--- config.mk ---
export PLATFORM = sky130hd
export DESIGN_NAME = fetch_sequencer
export DESIGN_NICKNAME = d
export VERILOG_FILES = /design/src/rtl/fetch_pkg.sv /design/src/rtl/fetch_sequencer.sv
export SDC_FILE = /design/constraint.sdc
export NUM_CORES = 1
export LEC_CHECK = 0
export BUFFER_PORTS_ARGS = -buffer_cell sky130_fd_sc_hd__buf_2
export CORE_ASPECT_RATIO = 0.8
export CORE_MARGIN = 4
export CORE_UTILIZATION = 40
export CTS_CLUSTER_DIAMETER = 200
export CTS_CLUSTER_SIZE = 30
export DETAILED_ROUTE_END_ITERATION = 8
export PLACE_DENSITY = 0.61
export SLEW_MARGIN = 20
export SYNTH_ARGS = -nofsm -noshare
export SYNTH_HDL_FRONTEND = slang
export SYNTH_SLANG_ARGS = --single-unit
--- constraint.sdc ---
create_clock -name clk_in -period 3.1 [get_ports clk_in]
set_input_delay 0.465 -clock clk_in [delete_from_list [all_inputs] [get_ports clk_in]]
set_output_delay 0.465 -clock clk_in [all_outputs]
set_load 0.01 [all_outputs]
--- src/rtl/fetch_pkg.sv ---
// Shared types and constants for the instruction fetch sequencer.
package fetch_pkg;

  localparam int INSTR_WIDTH = 32;
  localparam int PC_STEP     = 4;

  typedef enum logic [2:0] {
    FS_IDLE  = 3'd0,
    FS_REQ   = 3'd1,
    FS_WAIT  = 3'd2,
    FS_DRAIN = 3'd3,
    FS_HOLD  = 3'd4,
    FS_FAULT = 3'd5
  } fetch_state_t;

endpackage

--- src/rtl/fetch_sequencer.sv ---
// Single-outstanding instruction fetch sequencer with redirect handling.
// FETCH_MISALIGN_TRAP_EN: misaligned redirects trap to FAULT instead of being aligned down.
module fetch_sequencer
  import fetch_pkg::*;
#(
  parameter int ADDR_WIDTH_POW = 6,
  parameter int ADDR_WIDTH     = 1 << ADDR_WIDTH_POW,
  parameter logic [ADDR_WIDTH-1:0] RESET_VECTOR = '0
) (
  input  logic                   clk_in,
  input  logic                   reset,
  output logic                   mem_req_out,
  output logic [ADDR_WIDTH-1:0]  mem_addr_out,
  input  logic                   mem_gnt_in,
  input  logic                   mem_rvalid_in,
  input  logic [INSTR_WIDTH-1:0] mem_rdata_in,
  output logic                   instr_valid_out,
  output logic [INSTR_WIDTH-1:0] instr_out,
  output logic [ADDR_WIDTH-1:0]  instr_pc_out,
  input  logic                   instr_ready_in,
  input  logic                   redirect_valid_in,
  input  logic [ADDR_WIDTH-1:0]  redirect_pc_in,
  output logic                   fetch_fault_out
);

  fetch_state_t            r_state;
  logic [ADDR_WIDTH-1:0]   r_fetch_pc;
  logic [ADDR_WIDTH-1:0]   r_last_addr;
  logic [ADDR_WIDTH-1:0]   r_instr_pc;
  logic [INSTR_WIDTH-1:0]  r_instr;
  logic                    r_fault;

  logic [ADDR_WIDTH-1:0]   w_tgt;
  logic                    w_mis;
  logic [ADDR_WIDTH-1:0]   w_pc_inc;
  logic                    w_fault_nx;
  fetch_state_t            w_go;

`ifdef FETCH_MISALIGN_TRAP_EN
  assign w_tgt = redirect_pc_in;
  assign w_mis = |redirect_pc_in[1:0];
`else
  assign w_tgt = redirect_pc_in & ~ADDR_WIDTH'(3);
  assign w_mis = 1'b0;
`endif

  assign w_pc_inc   = r_fetch_pc + ADDR_WIDTH'(PC_STEP);
  assign w_fault_nx = redirect_valid_in ? w_mis : r_fault;
  // Where a redirect lands when nothing is left in flight.
  assign w_go       = w_mis ? FS_FAULT : FS_REQ;

  assign mem_req_out     = (r_state == FS_REQ);
  assign mem_addr_out    = mem_req_out ? r_fetch_pc : r_last_addr;
  assign instr_valid_out = (r_state == FS_HOLD);
  assign instr_out       = r_instr;
  assign instr_pc_out    = r_instr_pc;
  assign fetch_fault_out = r_fault;

  always_ff @(posedge clk_in) begin
    if (reset) begin
      r_state     <= FS_IDLE;
      r_fetch_pc  <= RESET_VECTOR;
      r_last_addr <= '0;
      r_instr_pc  <= '0;
      r_instr     <= '0;
      r_fault     <= 1'b0;
    end else begin
      case (r_state)
        FS_IDLE: begin
          r_state <= redirect_valid_in ? w_go : FS_REQ;
          r_fetch_pc <= RESET_VECTOR;
        end
        FS_REQ: begin
          r_last_addr <= r_fetch_pc;
          if (mem_gnt_in)
            r_state <= redirect_valid_in ? FS_DRAIN : FS_WAIT;
          else if (redirect_valid_in)
            r_state <= w_go;
        end
        FS_WAIT: begin
          if (mem_rvalid_in) begin
            if (redirect_valid_in) begin
              r_state <= w_go;
            end else begin
              r_instr    <= mem_rdata_in;
              r_instr_pc <= r_fetch_pc;
              r_fetch_pc <= w_pc_inc;
              r_state    <= FS_HOLD;
            end
          end else if (redirect_valid_in) begin
            r_state <= FS_DRAIN;
          end
        end
        FS_DRAIN: begin
          if (mem_rvalid_in)
            r_state <= w_fault_nx ? FS_FAULT : FS_REQ;
        end
        FS_HOLD: begin
          if (redirect_valid_in)
            r_state <= w_go;
          else if (instr_ready_in)
            r_state <= FS_REQ;
        end
        FS_FAULT: begin
          if (redirect_valid_in && !w_mis)
            r_state <= FS_REQ;
        end
        default: r_state <= FS_IDLE;
      endcase
      // Redirect target wins over any sequential PC update made above.
      if (redirect_valid_in) begin
        r_fault <= w_mis;
        if (!w_mis)
          r_fetch_pc <= w_tgt;
      end
    end
  end

endmodule

==> impl_metrics.toml <==
[floorplan]
initial_utilization_pct = 40.6
dieWidth_um = 187
rows = 52
pin_count = 265
fp.dieH_um = 151
coreArea_um2 = 25300
fp.dieArea_um2 = 28300

[routing]
post_drt_wl_per_cell_um = 18.4
vias = 10136
drc = 0
drt_iter0_drc = 851
dr.pass1.iters = 6
wirelength_um = 33400
vias_per_cell = 5.58
antenna_left = 0

[timing]
fin_tns_setup_ns = 0
fin_skew_ns = 0.0331
fin_crit_sh_pct = 93.7
setup_viol = 0
rsz0062_at_grt = "no"
hold_viol = 0
max_freq_mhz = 344
slew-limit-headroom_pct = 33.5
period_minus_slack_ns = 2.90
slew_viol_final = 0
worst_pin_slew_ns = 0.997

[power_and_ir_drop]
seq_power_share_pct = 57.8
pwr-share-clk_pct = 30.4
p_leak_nw = 4.98
cellPowerDensity_nw_per_um2 = 434
internal_power_mw = 3.93
total_power_mw = 5.34
power.net_switching_mw = 1.41
switching_share_pct = 26.4
pwr-share-comb_pct = 11.8
peakVddDrop_uv = 332

[final_layout]
final_cell_mix = "nand2_1 (269), buf_2 (261), dfxtp_1 (228)"
layout-drive-gt1-share_pct = 27.3
layout_commonest_cell = "nand2_1"
nets = 1593
synthToLayoutAreaGrowth_pct = 19.9
fin_cells = 1815

[worst_setup_path]
path_max_fanout = 31
cp_slowest_stage_delay_ns = 0.51
r2r_cells = 7
cp.arrival_ns = 2.44
cp_top_family = "buffers and inverters"
critical_path.endpoint_type = "primary output"
crit_cells = 5
crit_buf_inv = 3
required_ns = 2.63
path_class = "reg -> out"
crit_chain = "inv_1 -> nor3_2 -> buf_4 -> mux2_2 -> buf_2"
cp_slowest_cell = "dfxtp_1"
cp-start-kind = "flip-flop"

[grt]
grt_antenna_before_repair = 11
grt_util_met3_pct = 6.31
grt_usage_pct = 22.3
busiest_layer = "met2"
grt_pass1_wl_um = 51700
met2_usage_pct = 33.6
met1_usage_pct = 31.7
grt-ovfl-total = 0
grt_pass1_vias = 9304
grt_max_degree = 95

[yosys]
synth_compound_area_share_pct = 16.1
syn_inst = 1274
async_flop_share_pct = 0
synth_top_family_by_area = "simple AND/OR/NAND/NOR gates"
yosys.area_share.adder_pct = 0.122
syn_area_um2 = 10300
synthXorXnorAreaFrac_pct = 0
synth-seq-cells = 228
syn_area_per_cell_um2 = 8.06
ys_seq_area_share_pct = 44.5
yosys_warnings = 0
synth_simple_gate_area_share_pct = 26.7
synth.net_count = 1377
synth.area.mux_share_pct = 8.03
ys.flop_type = "dfxtp_1"
synth_edf_count = 0
ys_types = 57

[clock_tree]
cts_tree = "done"
worstSkewPairLatency_ns = 0.49
clock-sinks = 228
clk_pin_slew_ns = 0.12
clock-root-buffer = "clkbuf_16"
ctsHoldBuffers = 0
cts_resized = 0
cts_made_buffers = 11
cts_setup_buffers = 0
clockBufferDepth = 3
cts.htree.levels = 1

[run_status]
outcome = "finished clean"

[min_path]
whs_path_depth = 3
min_path_type = "in -> reg"

[placement]
dp_hpwl_um = 23500
io_buffers = 262
dp.cells = 1801
gp_congestion = 0.924

[job]
max_cap_violations = 0
[through the flow]
stage | setup WS, ns | hold slack, ns | instance area [µm²] | utilization [%]
final | 0.195 | 0.204 | 12300 | 48.6
after global routing | 0.0895 | 0.193 | 12300 | 48.6
after CTS | 0.194 | 0.184 | 12300 | 48.6
after detailed placement | 0.350 | 0.444 | 12000 | 47.4
after global placement | 0.386 | 0.439 | 12000 | 47.4
after floorplan | 0.563 | 0.437 | 10300 | -
[worst paths after layout]
check	start	to	slack [ns]
hold / removal	mem_rdata_in[4]	instr_out[4]	0.20
setup / recovery	r_state[0]	mem_addr_out[15]	0.20
hold reg to reg	instr_pc_out[17]	instr_pc_out[17]	0.45
setup reg to reg	r_fetch_pc[3]	r_fetch_pc[44]	0.32
[Yosys cell counts, drive strengths merged, types with 4 or more instances]
master	n	area [µm²]
o31ai	5	37.5
inv	8	30.0
o311ai	4	35.0
or4	8	67.6
buf	21	106
a31oi	16	100
a21oi	139	696
o22ai	4	25.0
nor2b	65	407
and2	5	31.3
nand4	30	194
and4	7	61.3
clkbuf	90	339
or3	14	93.8
nor4	16	100
and3	11	68.8
nand3	41	205
nand2	270	1010
o21ai	42	210
o41ai	6	52.6
mux2	67	754
a221oi	5	43.8
mux2i	7	70.1
a22oi	27	203
a211oi	4	30.0
a21o	4	30.0
dfxtp	228	4560
nor2	68	255
nor3	24	120
[kinds of logic (layout without fill, tap and decap cells)]
family | count (synthesis) | after routing
compound gates | 277 | 277
fa+ha+maj | 1 | 1
buf+inv | 119 | 334
flops | 228 | 228
mux | 74 | 74
other cells | 0 | 2
simple gates | 575 | 575
[tightest hold or removal path, stage by stage]
cell and delay [ns]:
buf_2 0.09, nand2_1 0.04, a21oi_1 0.05
[registers in the layout (all words and copies together) (netlist names)]
| register | cells |
|---|---|
| fetch_fault_out | 1 |
| instr_out | 32 |
| r_state | 3 |
| r_last_addr | 64 |
| instr_pc_out | 64 |
| r_fetch_pc | 64 |
[power groups by stage]
stage                     Clock, mW  Sequential, mW  Combinational [mW]
after floorplan                   0            3.11               0.396
after global placement            0            3.15               0.623
after detailed placement          0            3.15               0.626
after CTS                      1.69            3.09               0.628
after global routing           1.78            3.10               0.688
final                          1.63            3.09               0.629
[layer usage]
metal	wire length [µm]	up-vias
li1	-	4894
met1	15200	4735
met2	14200	428
met3	3230	61
met4	677	18
met5	121	-
[layout make-up]
type	count	area, µm²
timing repair buffer	314	1750
inverter	8	30.0
clock inverter	1	16.3
clock buffer	11	275
sequential	228	4560
fill	2551	13000
antenna	2	5.00
multi-input combinational	927	5260
tap	324	405
No activity file was read; power rests on OpenSTA's default activity.
